===== config.mk =====
export PLATFORM = sky130hd
export DESIGN_NAME = pipe_ctrl_flat
export DESIGN_NICKNAME = d
export VERILOG_FILES = /design/src/rtl/pipe_ctrl_pkg.sv /design/src/rtl/pipe_ctrl_if.sv /design/src/rtl/pipe_ctrl_hazard_det.sv /design/src/rtl/pipe_ctrl.sv /design/src/flat_wrapper.sv
export SDC_FILE = /design/constraint.sdc
export NUM_CORES = 1
export LEC_CHECK = 0
export ABC_AREA = 1
export ABC_CLOCK_PERIOD_IN_PS = 1900
export BUFFER_PORTS_ARGS = -buffer_cell sky130_fd_sc_hd__buf_2
export CORE_MARGIN = 2
export CORE_UTILIZATION = 40
export CTS_CLUSTER_DIAMETER = 60
export CTS_CLUSTER_SIZE = 16
export DETAILED_ROUTE_END_ITERATION = 10
export PLACE_DENSITY = 0.77
export SETUP_SLACK_MARGIN = 0.1
export SYNTH_ARGS = -nofsm -noshare
export SYNTH_HDL_FRONTEND = slang
export SYNTH_SLANG_ARGS = --single-unit

===== constraint.sdc =====
create_clock -name clk -period 1.9 [get_ports clk]
set_input_delay 0.38 -clock clk [delete_from_list [all_inputs] [get_ports clk]]
set_output_delay 0.38 -clock clk [all_outputs]
set_load 0.02 [all_outputs]

===== src/rtl/pipe_ctrl_pkg.sv =====
// Shared types and constants for the pipeline hazard/stall controller.
// Stall vector bit order is {wb,mem,ex,id,if,pc}.
package pipe_ctrl_pkg;

   typedef logic [5:0] stall_bus_t;

   localparam stall_bus_t StallNone    = 6'b000000;
   localparam stall_bus_t StallLoadUse = 6'b000111;
   localparam stall_bus_t StallMc      = 6'b001111;

   localparam int MC_TIMEOUT = 64;
   localparam int WAIT_W     = 7;

   typedef enum logic {
      RUN     = 1'b0,
      MC_WAIT = 1'b1
   } state_t;

endpackage


===== src/rtl/pipe_ctrl_if.sv =====
// Decode/EX hazard inputs and stall/flush/multi-cycle outputs.
// master drives the pipeline side, slave is the controller.
interface pipe_ctrl_if;
   logic        id_reg1_read_i;
   logic        id_reg2_read_i;
   logic [4:0]  id_reg1_addr_i;
   logic [4:0]  id_reg2_addr_i;
   logic        ex_is_load_i;
   logic        ex_wreg_i;
   logic [4:0]  ex_wd_i;
   logic        ex_mc_req_i;
   logic        mc_done_i;
   logic        branch_flush_i;
   logic [31:0] branch_target_i;
   logic [5:0]  stall_o;
   logic        flush_o;
   logic [31:0] new_pc_o;
   logic        mc_start_o;
   logic        mc_abort_o;
   logic        mc_err_o;
   logic [15:0] stall_cnt_o;

   modport master (
      output id_reg1_read_i, id_reg2_read_i,
      output id_reg1_addr_i, id_reg2_addr_i,
      output ex_is_load_i, ex_wreg_i, ex_wd_i,
      output ex_mc_req_i, mc_done_i,
      output branch_flush_i, branch_target_i,
      input  stall_o, flush_o, new_pc_o,
      input  mc_start_o, mc_abort_o,
      input  mc_err_o, stall_cnt_o
   );

   modport slave (
      input  id_reg1_read_i, id_reg2_read_i,
      input  id_reg1_addr_i, id_reg2_addr_i,
      input  ex_is_load_i, ex_wreg_i, ex_wd_i,
      input  ex_mc_req_i, mc_done_i,
      input  branch_flush_i, branch_target_i,
      output stall_o, flush_o, new_pc_o,
      output mc_start_o, mc_abort_o,
      output mc_err_o, stall_cnt_o
   );
endinterface


===== src/rtl/pipe_ctrl_hazard_det.sv =====
// Load-use hazard: EX load writes a non-zero rd
// that the decode stage is about to read.
module hazard_det (
   input  logic       reg1_read,
   input  logic       reg2_read,
   input  logic [4:0] reg1_addr,
   input  logic [4:0] reg2_addr,
   input  logic       ex_is_load,
   input  logic       ex_wreg,
   input  logic [4:0] ex_wd,
   output logic       hazard
);

   logic hit1;
   logic hit2;

   assign hit1 = reg1_read & (reg1_addr == ex_wd);
   assign hit2 = reg2_read & (reg2_addr == ex_wd);

   assign hazard = ex_is_load & ex_wreg
                 & (ex_wd != 5'd0)
                 & (hit1 | hit2);

endmodule


===== src/rtl/pipe_ctrl.sv =====
// Pipeline stall/flush controller with multi-cycle
// unit handshake, wait timeout and stall-cycle counter.
import pipe_ctrl_pkg::*;

module pipe_ctrl (
   input  logic    clk,
   input  logic    rst,
   pipe_ctrl_if.slave bus
);

   state_t              state;
   logic [WAIT_W-1:0]   wait_cnt;
   logic [15:0]         stall_cnt;
   logic                mc_err;

   logic                hazard;
   logic                timeout;
   stall_bus_t          stall;
   logic                flush;
   logic [31:0]         new_pc;
   logic                start;
   logic                abort;

   hazard_det u_hazard (
      .reg1_read  (bus.id_reg1_read_i),
      .reg2_read  (bus.id_reg2_read_i),
      .reg1_addr  (bus.id_reg1_addr_i),
      .reg2_addr  (bus.id_reg2_addr_i),
      .ex_is_load (bus.ex_is_load_i),
      .ex_wreg    (bus.ex_wreg_i),
      .ex_wd      (bus.ex_wd_i),
      .hazard     (hazard)
   );

   assign timeout = (wait_cnt == WAIT_W'(MC_TIMEOUT - 1));

   // all pulses are forced low while reset is held
   always_comb begin
      stall  = StallNone;
      flush  = 1'b0;
      new_pc = 32'd0;
      start  = 1'b0;
      abort  = 1'b0;
      if (rst) begin
         unique case (state)
            RUN: begin
               if (bus.branch_flush_i) begin
                  flush  = 1'b1;
                  new_pc = bus.branch_target_i;
               end else if (bus.ex_mc_req_i) begin
                  start = 1'b1;
                  stall = StallMc;
               end else if (hazard) begin
                  stall = StallLoadUse;
               end
            end
            MC_WAIT: begin
               if (bus.mc_done_i) begin
                  stall = StallNone;
               end else if (timeout) begin
                  abort = 1'b1;
               end else begin
                  stall = StallMc;
               end
            end
         endcase
      end
   end

   always_ff @(posedge clk or negedge rst) begin
      if (!rst) begin
         state     <= RUN;
         wait_cnt  <= '0;
         stall_cnt <= 16'd0;
         mc_err    <= 1'b0;
      end else begin
         if (stall[0] && stall_cnt != 16'hFFFF)
            stall_cnt <= stall_cnt + 16'd1;
         unique case (state)
            RUN: begin
               if (start) begin
                  state    <= MC_WAIT;
                  wait_cnt <= '0;
               end
            end
            MC_WAIT: begin
               if (bus.mc_done_i) begin
                  state <= RUN;
               end else if (timeout) begin
                  state  <= RUN;
                  mc_err <= 1'b1;
               end else begin
                  wait_cnt <= wait_cnt + WAIT_W'(1);
               end
            end
         endcase
      end
   end

   assign bus.stall_o     = stall;
   assign bus.flush_o     = flush;
   assign bus.new_pc_o    = new_pc;
   assign bus.mc_start_o  = start;
   assign bus.mc_abort_o  = abort;
   assign bus.mc_err_o    = mc_err;
   assign bus.stall_cnt_o = stall_cnt;

endmodule


===== src/flat_wrapper.sv =====
// flat-port wrapper written by rule: the top's interface ports become plain ports
module pipe_ctrl_flat 
  (clk, rst, bus_id_reg1_read_i, bus_id_reg2_read_i, bus_id_reg1_addr_i, bus_id_reg2_addr_i, bus_ex_is_load_i, bus_ex_wreg_i, bus_ex_wd_i, bus_ex_mc_req_i, bus_mc_done_i, bus_branch_flush_i, bus_branch_target_i, bus_stall_o, bus_flush_o, bus_new_pc_o, bus_mc_start_o, bus_mc_abort_o, bus_mc_err_o, bus_stall_cnt_o);
  pipe_ctrl_if bus_i ();
  input  logic clk;
  input  logic rst;
  input wire logic [$bits(bus_i.id_reg1_read_i)-1:0] bus_id_reg1_read_i;
  input wire logic [$bits(bus_i.id_reg2_read_i)-1:0] bus_id_reg2_read_i;
  input wire logic [$bits(bus_i.id_reg1_addr_i)-1:0] bus_id_reg1_addr_i;
  input wire logic [$bits(bus_i.id_reg2_addr_i)-1:0] bus_id_reg2_addr_i;
  input wire logic [$bits(bus_i.ex_is_load_i)-1:0] bus_ex_is_load_i;
  input wire logic [$bits(bus_i.ex_wreg_i)-1:0] bus_ex_wreg_i;
  input wire logic [$bits(bus_i.ex_wd_i)-1:0] bus_ex_wd_i;
  input wire logic [$bits(bus_i.ex_mc_req_i)-1:0] bus_ex_mc_req_i;
  input wire logic [$bits(bus_i.mc_done_i)-1:0] bus_mc_done_i;
  input wire logic [$bits(bus_i.branch_flush_i)-1:0] bus_branch_flush_i;
  input wire logic [$bits(bus_i.branch_target_i)-1:0] bus_branch_target_i;
  output wire logic [$bits(bus_i.stall_o)-1:0] bus_stall_o;
  output wire logic [$bits(bus_i.flush_o)-1:0] bus_flush_o;
  output wire logic [$bits(bus_i.new_pc_o)-1:0] bus_new_pc_o;
  output wire logic [$bits(bus_i.mc_start_o)-1:0] bus_mc_start_o;
  output wire logic [$bits(bus_i.mc_abort_o)-1:0] bus_mc_abort_o;
  output wire logic [$bits(bus_i.mc_err_o)-1:0] bus_mc_err_o;
  output wire logic [$bits(bus_i.stall_cnt_o)-1:0] bus_stall_cnt_o;
  assign bus_i.id_reg1_read_i = bus_id_reg1_read_i;
  assign bus_i.id_reg2_read_i = bus_id_reg2_read_i;
  assign bus_i.id_reg1_addr_i = bus_id_reg1_addr_i;
  assign bus_i.id_reg2_addr_i = bus_id_reg2_addr_i;
  assign bus_i.ex_is_load_i = bus_ex_is_load_i;
  assign bus_i.ex_wreg_i = bus_ex_wreg_i;
  assign bus_i.ex_wd_i = bus_ex_wd_i;
  assign bus_i.ex_mc_req_i = bus_ex_mc_req_i;
  assign bus_i.mc_done_i = bus_mc_done_i;
  assign bus_i.branch_flush_i = bus_branch_flush_i;
  assign bus_i.branch_target_i = bus_branch_target_i;
  assign bus_stall_o = bus_i.stall_o;
  assign bus_flush_o = bus_i.flush_o;
  assign bus_new_pc_o = bus_i.new_pc_o;
  assign bus_mc_start_o = bus_i.mc_start_o;
  assign bus_mc_abort_o = bus_i.mc_abort_o;
  assign bus_mc_err_o = bus_i.mc_err_o;
  assign bus_stall_cnt_o = bus_i.stall_cnt_o;
  pipe_ctrl u_core (.clk(clk), .rst(rst), .bus(bus_i));
endmodule

---- Word level (Yosys, flattened, before mapping) ----
Index checks and enable logic that the tools add are counted.
storage, ports and cells
  register bits after elaboration ......... 25
  output and inout bits ................... 58
  input bits .............................. 56
operators by class
  reduce and logical (&&, ||, !) cells .... 4
  equality and inequality tests ........... 7
  add/sub/neg operators ................... 2
  muxes and demuxes ....................... 29
  bitwise operators ....................... 8
operators by type and width
  operator                 count
  $mux W32                 3
  $mux W6                  4
  $mux W7                  3
  $add A16 B1 Y16 const B  1
  $ne A16 B16 Y1 const B   1
  $mux W1                  14
  $pmux W7 S2              1
  $pmux W6 S2              1
  $eq A5 B5 Y1             2
  $add A7 B1 Y7 const B    1
  $eq A7 B6 Y1 const B     1
  $ne A2 B2 Y1 const B     3
  $reduce_and A3 Y1        2
  $and A1 B1 Y1            5
  $reduce_bool A5 Y1       1
  $mux W4                  1
  $mux W3                  1
  $not A1 Y1               2
  $pmux W1 S2              1
  $logic_and A1 B1 Y1      1
  $or A1 B1 Y1             1

---- Logic depth before layout (Yosys ltp) ----
Gate-level depths: netlist of the first run.
  depth after elaboration ................. 10
  gate-level depth with buffers ........... 12

---- Hierarchy ----
A second synthesis of the first run with hierarchy kept.
second synthesis, totals
  cell total of the unflattened synthesis .. 349
  area total of the unflattened synthesis .. 2054.5 um^2
modules (own cells, without submodules)
  module      cells an instance  area each (um^2)  sequential area each (um^2)  times used
  pipe_ctrl   293                1834.3            625.6                        1
  hazard_det  56                 220.2             0.0                          1

---- Worst setup path before layout of the first run ----
Ideal clock, no wire load.
  path kind ............................... register -> output
  from .................................... register u_core.wait_cnt[0]
  to ...................................... output port bus_stall_o[1]
  setup slack ............................. -0.129 ns
  cell stages (with the launch flop) ...... 11
  arrival time ............................ 1.649 ns
  required time ........................... 1.520 ns
  cells stage by stage .................... dfrtp_1 -> ha_1 -> nand2_1 -> nor2_1 -> inv_1 -> o21ai_2 -> nand2_2 -> nand2_1 -> nand2_2 -> buf_2 -> buf_4
between the ends
  longest elaborated chain between the ends .. 5
RTL lines
  element                 RTL line            source
  from (decl)             pipe_ctrl.sv:12     logic [WAIT_W-1:0] wait_cnt;
  from (signal assigned)  pipe_ctrl.sv:93     wait_cnt <= wait_cnt + WAIT_W'(1);
  $eq A7 B6 Y1            pipe_ctrl.sv:35     assign timeout = (wait_cnt == WAIT_W'(MC_TIMEOUT - 1));
  $mux W4                 pipe_ctrl.sv:60     end else if (timeout) begin
  $mux W6                 pipe_ctrl.sv:58     if (bus.mc_done_i) begin
  $pmux W6 S2             pipe_ctrl.sv:45     unique case (state)
  $mux W6                 pipe_ctrl.sv:44     if (rst) begin
  to (decl)               flat_wrapper.sv:18  output wire logic [$bits(bus_i.stall_o)-1:0] bus_stall_o;
No other way between the ends.

---- Final worst setup path of the first run ----
  from .................................... register u_core.wait_cnt[1]
  to ...................................... output port bus_stall_o[0]
The elaborated chain is that of the path after synthesis.

==> impl_metrics.json, run 1 <==
{
  "grt_overflow_total": 0,
  "worstPathBufferInverterCount": 2,
  "clkLatencyLatePin_ps": 260,
  "drt-wirelength-per-cell_um": 11.3,
  "antenna-diode-count": 0,
  "dr.pass1.iters": 4,
  "gr-usage-all-layers_pct": 18.5,
  "hp-class": "in2async",
  "ys_seq_elements": 25,
  "synth_xor_area_share_pct": 5.74,
  "avgSynthCellArea_um2": 6.14,
  "cp_data_arrival_time_ps": 1610,
  "post-route-min-period_ps": 1990,
  "via_per_inst": 4.48,
  "power_leakage_nw": 1.86,
  "synth_compound_area_share_pct": 2.34,
  "crit_type": "reg2out",
  "rsz0062_at_grt": "true",
  "critPathMaxFanout": 4,
  "fmaxAchievable_mhz": 503,
  "areaGrowthSynthToFinish_pct": 47.4,
  "drive_gt1_share_pct": 35.5,
  "ys.flop_type": "dfrtp_1",
  "final_common_cell": "buf_2",
  "end_kind": "output port",
  "cts_buffers": 3,
  "h-tree-depth": 1,
  "clk_path_buf_depth": 2,
  "dr.first_iter.drc_count": 64,
  "synth-simple-area-share_pct": 42.9,
  "muxShareOfSynthArea_pct": 0,
  "dp_hpwl_mm": 4.39,
  "drc": 0,
  "path_delay_family": "simple AND/OR/NAND/NOR gates",
  "worst_ep_required_time_ps": 1520,
  "dieWidth_um": 74.4,
  "grt_max_degree": 26,
  "grt_pass1_wl_mm": 8.08,
  "ys.warnings.count": 0,
  "place_area_um2": 2670,
  "drt-total-wl_mm": 5.89,
  "drv_cap": 0,
  "cts.sinks": 25,
  "fin_area_um2": 2920,
  "synth_edf_count": 0,
  "status": "finished, violations left",
  "grt_pass1_vias": 1788,
  "violations": "setup timing",
  "cts_tree": "done",
  "fillCellCount": 438,
  "io_pins": 114,
  "synth.yosys.seq_area_share_pct": 31.6,
  "finalSetupViolations": 5,
  "placementRows": 25,
  "skew_ps": 1.88,
  "syn_inst": 323,
  "syn_area_um2": 1980,
  "gp_congestion": 0.833,
  "via_count": 2327,
  "final_nets": 512,
  "slowest_delay_ps": 360,
  "mostFrequentLayoutCells": "buf_2 (102), nand2_1 (89), inv_1 (65), nor2_1 (56), nand3_1 (28)",
  "detail-route-antenna-nets": 0,
  "worst_path_max_delay_cell": "dfrtp_1",
  "clkTransAtPathRegs_ps": 80,
  "core_um2": 4750,
  "yosys.area_share.adder_pct": 1.26,
  "ir_worst_vdd_uv": 298,
  "antenna_found_initial": 0,
  "port_buffers": 111,
  "power.density_nw_per_um2": 527,
  "crit_path_cell_trace": "ha_2 -> nand2_2 -> nor2_4 -> inv_2 -> o21ai_2 -> nand2_2 -> nand2_4 -> nand2_4 -> buf_6",
  "min_period_over_period_pct": 105,
  "synth_top_family_by_area": "simple AND/OR/NAND/NOR gates",
  "initial_core_util_pct": 41.7,
  "final-max-slew-violation-count": 0,
  "finalSetupTns_ps": -339,
  "hold_violations": 0,
  "cts-root-buf": "clkbuf_8",
  "startpoint_type": "register",
  "layout_setup_ws_ps": -88.7,
  "worst_hold_slack_ps": 179,
  "design.die.area_um2": 5530,
  "synthArstFlopShare_pct": 100,
  "die_y_um": 74.4,
  "synth_cell_type_count": 26
}
==> layout make-up <==
class / count / area [um2] / share of cell area (%)
well taps: 67 / 83.8 / 2.87
multi-input cells: 222 / 1120 / 38.2
repair buffers: 134 / 792 / 27.1
clock buffers: 4 / 45.0 / 1.54
inverters: 68 / 255 / 8.74
flip-flops and latches: 25 / 628 / 21.5
==> per-stage QoR <==
| stage | cells | total power, mW | utilization (%) | setup slack, ps |
|---|---|---|---|---|
| floorplan | 324 | 0.948 | - | 20.2 |
| global placement | 504 | 1.14 | 56.1 | 149 |
| detailed placement | 504 | 1.16 | 56.1 | 116 |
| CTS | 514 | 1.48 | 58.1 | -85.4 |
| global route | 520 | 1.65 | 61.4 | -205 |
| finish | 520 | 1.54 | 61.4 | -88.7 |
==> cells by family after synthesis <==
family,after synthesis
and+or+nand+nor,196
buffers and inverters,78
DFF,25
xor gates and xnor gates,13
AOI/OAI and AO/OA,8
adders and majority gates,2
other,1
==> per-layer routing <==
metal / global-route usage (%) / vias to the layer above / wire length, um / part of all wire (%)
li1: - / 1215 / - / -
met1: 28.1 / 1051 / 2680 / 46
met2: 28.2 / 55 / 2910 / 49
met3: 2.30 / 6 / 260 / 4.4
met4: 4.37 / 0 / 42 / 0.71
met5: 0 / - / 0 / 0
==> Yosys cell counts (2+ instances only) <==
cell type	n	share of area, %
ha_1	2	1.3
nand2_1	91	17
xnor2_1	5	2.2
buf_2	2	0.51
dfrtp_1	25	32
clkbuf_1	3	0.57
xor2_1	8	3.5
nor2_1	58	11
nand4_1	7	2.2
buf_4	4	1.5
nand3_1	30	7.6
inv_1	68	13
nand2_2	3	0.95
o21ai_0	5	1.3
==> worst paths after layout <==
kind,slack [ps],cells past startpoint,from,to
setup / recovery,-90,9,u_core.wait_cnt[1],bus_stall_o[0]
hold / removal,180,2,rst,u_core.state
setup reg to reg,140,12,u_core.wait_cnt[1],u_core.bus.stall_cnt_o[5]
hold reg to reg,480,2,u_core.bus.mc_err_o,u_core.bus.mc_err_o
max in group asynchronous,1160,2,rst,u_core.bus.mc_err_o
min in group clk,460,4,bus_mc_done_i,u_core.bus.mc_err_o
==> power by group <==
group	total (mW)	internal [mW]	switching, mW	leakage [nW]
clock network	0.307	0.150	0.157	0.0228
registers	0.650	0.587	0.0639	0.335
logic	0.583	0.248	0.336	1.50
==> sequential cells by signal, indices dropped and copies added (netlist names) <==
signal	flops
u_core.bus.mc_err_o	1
u_core.bus.stall_cnt_o	16
u_core.state	1
u_core.wait_cnt	7
==> what timing repair did <==
item / CTS / global route
hold buffers: 1 / 0
setup buffers: 5 / 6
gates cloned: 0 / 1
pin swaps: 0 / 9
endpoints found under the setup margin: 15 / 52
resized for setup: 2 / 28
hold endpoints to repair: 4 / 0
Note: power is estimated with default switching activity, not from simulation.
==> run 2, diff against run 1 <==
--- a/config.mk
+++ b/config.mk
@@ -14,6 +14,7 @@
 export CTS_CLUSTER_SIZE = 16
 export DETAILED_ROUTE_END_ITERATION = 10
 export PLACE_DENSITY = 0.77
+export REMOVE_ABC_BUFFERS = 1
 export SETUP_SLACK_MARGIN = 0.1
 export SYNTH_ARGS = -nofsm -noshare
 export SYNTH_HDL_FRONTEND = slang
==> impl_metrics.json, run 2 (synthesized netlist as in run 1, its figures left out) <==
{
  "grt_pass1_vias": 2181,
  "rsz0062_at_grt": "true",
  "reg2regPathDepth": 9,
  "antenna_found_initial": 0,
  "dp_hpwl_mm": 4.28,
  "regArea_um2": 627,
  "via_per_inst": 4.79,
  "die_y_um": 74.4,
  "clkTransAtPathRegs_ps": 90,
  "grt_overflow_total": 0,
  "layout.cells.non_filler": 531,
  "p_clk_share_pct": 19.6,
  "critPathLaunch": "u_core.wait_cnt[1]",
  "r2r-start": "u_core.bus.stall_cnt_o[1]",
  "drv_cap": 0,
  "via_count": 2543,
  "slew_headroom_pct": 65.8,
  "dr.first_iter.drc_count": 113,
  "gp_congestion": 0.914,
  "power_switching_uw": 603,
  "antenna-diode-count": 0,
  "fin_area_um2": 3150,
  "placementRows": 25,
  "hp-class": "in2async",
  "final_common_cell": "buf_2",
  "worst_ep_required_time_ps": 1520,
  "violations": "setup timing",
  "swShare_pct": 36.8,
  "ir_worst_vdd_uv": 440,
  "critPathMaxFanout": 4,
  "min_period_over_period_pct": 106,
  "design.die.area_um2": 5530,
  "rrSetupSlack_ps": 40,
  "cts.sinks": 25,
  "skew_ps": 1.02,
  "grt_max_degree": 34,
  "dieWidth_um": 74.4,
  "power_mw": 1.64,
  "largest_register_ffs": 16,
  "drt-total-wl_mm": 6.84,
  "dp_cells": 500,
  "port_buffers": 111,
  "crit_type": "reg2out",
  "cp_data_arrival_time_ps": 1630,
  "power_frac_comb_pct": 39.4,
  "drt-wirelength-per-cell_um": 12.9,
  "clkLatencyLatePin_ps": 270,
  "initial_core_util_pct": 41.7,
  "final_nets": 523,
  "p_seq_share_pct": 41.0,
  "cts-root-buf": "clkbuf_8",
  "layout_setup_ws_ps": -113,
  "drive_gt1_share_pct": 41.4,
  "post-route-min-period_ps": 2010,
  "detail-route-antenna-nets": 0,
  "place_area_um2": 2640,
  "end_kind": "output port",
  "startpoint_type": "register",
  "mostFrequentLayoutCells": "buf_2 (78), nand2_1 (70), inv_1 (64), buf_4 (57), nor2_1 (55)",
  "power.density_nw_per_um2": 520,
  "clk_path_buf_depth": 2,
  "core_um2": 4750,
  "worstMarginPinSlew_ps": 509,
  "drc": 0,
  "worst_hold_slack_ps": 200,
  "h-tree-depth": 1,
  "status": "finished, violations left",
  "cts_tree": "done",
  "final-max-slew-violation-count": 0,
  "multi_input_area_um2": 1220,
  "critPathCapture": "bus_stall_o[1]",
  "grt_pass1_wl_mm": 9.38,
  "hold_violations": 0,
  "io_pins": 114,
  "fmaxAchievable_mhz": 497,
  "finalSetupViolations": 5,
  "dr.pass1.iters": 4,
  "r2r-end": "u_core.bus.stall_cnt_o[8]",
  "cts_buffers": 3,
  "finalSetupTns_ps": -492,
  "place_ws_ps": 52.1,
  "areaGrowthSynthToFinish_pct": 58.8,
  "gr-usage-all-layers_pct": 21.7,
  "fin_util_pct": 66.2,
  "fillCellCount": 416,
  "power_leakage_nw": 1.93,
  "power.internal_mw": 1.03
}
run 2: cell types whose count changed in the layout (fill, tap and decap cells not counted), sizes merged:
cell	previous run	this run
nand3	32	34
buf	133	142
clkbuf	4	3
clkinv	0	1
run 2: power by group through the flow:
| stage | clock [mW] | sequential (mW) | combinational (mW) |
|---|---|---|---|
| after global routing | 0.346 | 0.680 | 0.713 |
| after floorplan | 0 | 0.701 | 0.227 |
| after CTS | 0.318 | 0.654 | 0.520 |
| after detailed placement | 0 | 0.665 | 0.477 |
| after global placement | 0 | 0.660 | 0.469 |
| final | 0.320 | 0.671 | 0.646 |
run 2: area by class of cell:
cell class              count  share of cell area, %
clock buffers               3                   1.31
clock inverters             1                  0.159
inverters                  68                   8.11
multi-input cells         224                   38.6
flip-flops and latches     25                   19.9
well taps                  67                   2.66
repair buffers            143                   29.2
run 2: what timing repair did:
item | in CTS | in global routing
setup buffers | 13 | 12
resized for setup | 26 | 58
endpoints found under the hold margin | 5 | 0
hold buffers | 1 | 0
endpoints found under the setup margin | 22 | 60
cloned | 2 | 1
pin swaps | 6 | 18
run 2: routing by layer:
| metal | GRT usage, % | wire length (um) | up-vias |
|---|---|---|---|
| li1 | - | - | 1246 |
| met4 | 8.53 | 193 | 0 |
| met3 | 2.98 | 491 | 22 |
| met5 | 0 | 0 | - |
| met2 | 39.7 | 3530 | 118 |
| met1 | 25.5 | 2630 | 1157 |
run 2: worst min-delay path by stage:
stage,slack [ps],depth (start not counted),end,start
3_5_place_dp,240,1,u_core.state,rst
6_report,200,2,u_core.bus.stall_cnt_o[12],rst
2_1_floorplan,80,0,u_core.bus.mc_err_o,rst
4_1_cts,190,2,u_core.bus.stall_cnt_o[6],rst
5_1_grt,210,2,u_core.bus.stall_cnt_o[8],rst
3_3_place_gp,240,1,u_core.wait_cnt[4],rst
run 2: critical path, cell delays in order (launching register included):
cell,delay (ps)
dfrtp_1,370
ha_2,190
nand2_2,70
nor2_4,130
inv_2,60
o21ai_2,140
nand2_2,100
nand2_4,80
nand2_4,70
buf_6,140
==> run 3, diff against run 2 <==
--- a/config.mk
+++ b/config.mk
@@ -8,12 +8,14 @@
 export ABC_AREA = 1
 export ABC_CLOCK_PERIOD_IN_PS = 1900
 export BUFFER_PORTS_ARGS = -buffer_cell sky130_fd_sc_hd__buf_2
+export CELL_PAD_IN_SITES_DETAIL_PLACEMENT = 1
+export CELL_PAD_IN_SITES_GLOBAL_PLACEMENT = 1
 export CORE_MARGIN = 2
-export CORE_UTILIZATION = 40
+export CORE_UTILIZATION = 26
 export CTS_CLUSTER_DIAMETER = 60
 export CTS_CLUSTER_SIZE = 16
 export DETAILED_ROUTE_END_ITERATION = 10
-export PLACE_DENSITY = 0.77
+export PLACE_DENSITY_LB_ADDON = 0.1
 export REMOVE_ABC_BUFFERS = 1
 export SETUP_SLACK_MARGIN = 0.1
 export SYNTH_ARGS = -nofsm -noshare
==> impl_metrics.json, run 3 (synthesized netlist as in run 1, its figures left out) <==
{
  "worst_ep_required_time_ps": 1520,
  "clkLatencyLatePin_ps": 280,
  "grt_overflow_total": 0,
  "hp-class": "in2async",
  "startpoint_type": "register",
  "post-route-min-period_ps": 2040,
  "power_leakage_nw": 2.00,
  "final-max-slew-violation-count": 0,
  "power_mw": 1.67,
  "core_um2": 7330,
  "grt_pass1_vias": 2549,
  "drc": 0,
  "clk_path_buf_depth": 2,
  "port_buffers": 111,
  "dp_hpwl_mm": 5.39,
  "cts_buffers": 3,
  "h-tree-depth": 1,
  "initial_core_util_pct": 27.0,
  "drt-wirelength-per-cell_um": 13.3,
  "areaGrowthSynthToFinish_pct": 69.0,
  "power.density_nw_per_um2": 500,
  "largest_register_ffs": 16,
  "mostFrequentLayoutCells": "buf_2 (74), nand2_1 (71), buf_4 (66), inv_1 (64), nor2_1 (46)",
  "die_y_um": 91.3,
  "detail-route-antenna-nets": 0,
  "min_period_over_period_pct": 107,
  "critPathMaxFanout": 4,
  "ir_worst_vdd_uv": 552,
  "dr.pass1.iters": 4,
  "cp_data_arrival_time_ps": 1660,
  "layout_setup_ws_ps": -137,
  "placementRows": 31,
  "skew_ps": 10.5,
  "crit_type": "reg2out",
  "dp_cells": 542,
  "dr.first_iter.drc_count": 49,
  "fmaxAchievable_mhz": 491,
  "gp_congestion": 0.791,
  "grt_pass1_wl_mm": 11.9,
  "gr-usage-all-layers_pct": 17.5,
  "fillCellCount": 1002,
  "drive_gt1_share_pct": 44.6,
  "grt_max_degree": 34,
  "antenna_found_initial": 0,
  "clkTransAtPathRegs_ps": 100,
  "final_nets": 534,
  "status": "finished, violations left",
  "via_count": 2442,
  "drv_cap": 0,
  "layout.cells.non_filler": 574,
  "violations": "setup timing",
  "hold_violations": 0,
  "rsz0062_at_grt": "true",
  "antenna-diode-count": 0,
  "cts-root-buf": "clkbuf_8",
  "via_per_inst": 4.25,
  "finalSetupViolations": 21,
  "io_pins": 114,
  "dieWidth_um": 91.3,
  "cts_tree": "done",
  "final_common_cell": "buf_2",
  "end_kind": "output port",
  "drt-total-wl_mm": 7.61,
  "design.die.area_um2": 8340,
  "cts.sinks": 25
}
==> run 3: worst paths after layout <==
kind	from	end	cells after the start	slack, ps
max	u_core.wait_cnt[0]	bus_stall_o[1]	9	-140
min	rst	u_core.state	2	240
max reg2reg	u_core.wait_cnt[0]	u_core.wait_cnt[6]	14	-60
min reg2reg	u_core.bus.mc_err_o	u_core.bus.mc_err_o	2	480
max in group asynchronous	rst	u_core.wait_cnt[3]	2	1200
min in group clk	bus_mc_done_i	u_core.wait_cnt[0]	4	450
==> run 3: power breakdown <==
| part | switching, mW | internal [mW] | leakage, nW | total, mW |
|---|---|---|---|---|
| Combinational | 0.372 | 0.315 | 1.64 | 0.687 |
| Clock | 0.179 | 0.150 | 0.0228 | 0.330 |
| Sequential | 0.0758 | 0.583 | 0.337 | 0.659 |
==> run 3: stage by stage <==
step	setup slack, ps	cell area (um2)	utilization [%]	setup TNS [ps]	hold slack (ps)
3_3_place_gp	94.1	2750	37.5	0	218
6_report	-137	3350	45.7	-1040	236
4_1_cts	-93.6	3030	41.4	-372	224
2_1_floorplan	-35.0	1920	-	-1210	84.4
3_5_place_dp	72.6	2750	37.5	0	220
5_1_grt	-227	3350	45.7	-3220	261
==> run 3: worst max-delay path, stage by stage (launching register included) <==
cell and delay (ps):
dfrtp_1 380, ha_2 200, nand2_2 70, nor2_4 120
inv_2 60, o21ai_4 150, nand2_2 100, nand2_4 80
nand2_4 80, buf_6 140
==> run 3: area by class of cell <==
class | count | area, um2 | share of cell area (%)
Timing Repair Buffer | 156 | 1080 | 32.1
Inverter | 68 | 258 | 7.70
Multi-Input combinational cell | 222 | 1220 | 36.5
Tap cell | 99 | 124 | 3.70
Clock buffer | 4 | 45.0 | 1.34
Sequential cell | 25 | 626 | 18.7
==> run 3: what timing repair did <==
item	in CTS	in global routing
setup buffers	16	10
hold buffers	1	0
gates cloned	1	1
endpoints found under the setup margin	54	60
gates resized for setup	27	78
endpoints found under the hold margin	2	0
pin swaps	4	19
==> run 3: per-layer routing <==
metal | up-vias | global-route usage (%) | share of wire, %
li1 | 1258 | - | -
met1 | 1145 | 20.4 | 41
met2 | 37 | 34.4 | 56
met3 | 2 | 2.32 | 2.3
met4 | 0 | 2.53 | 0.24
met5 | - | 0 | 0
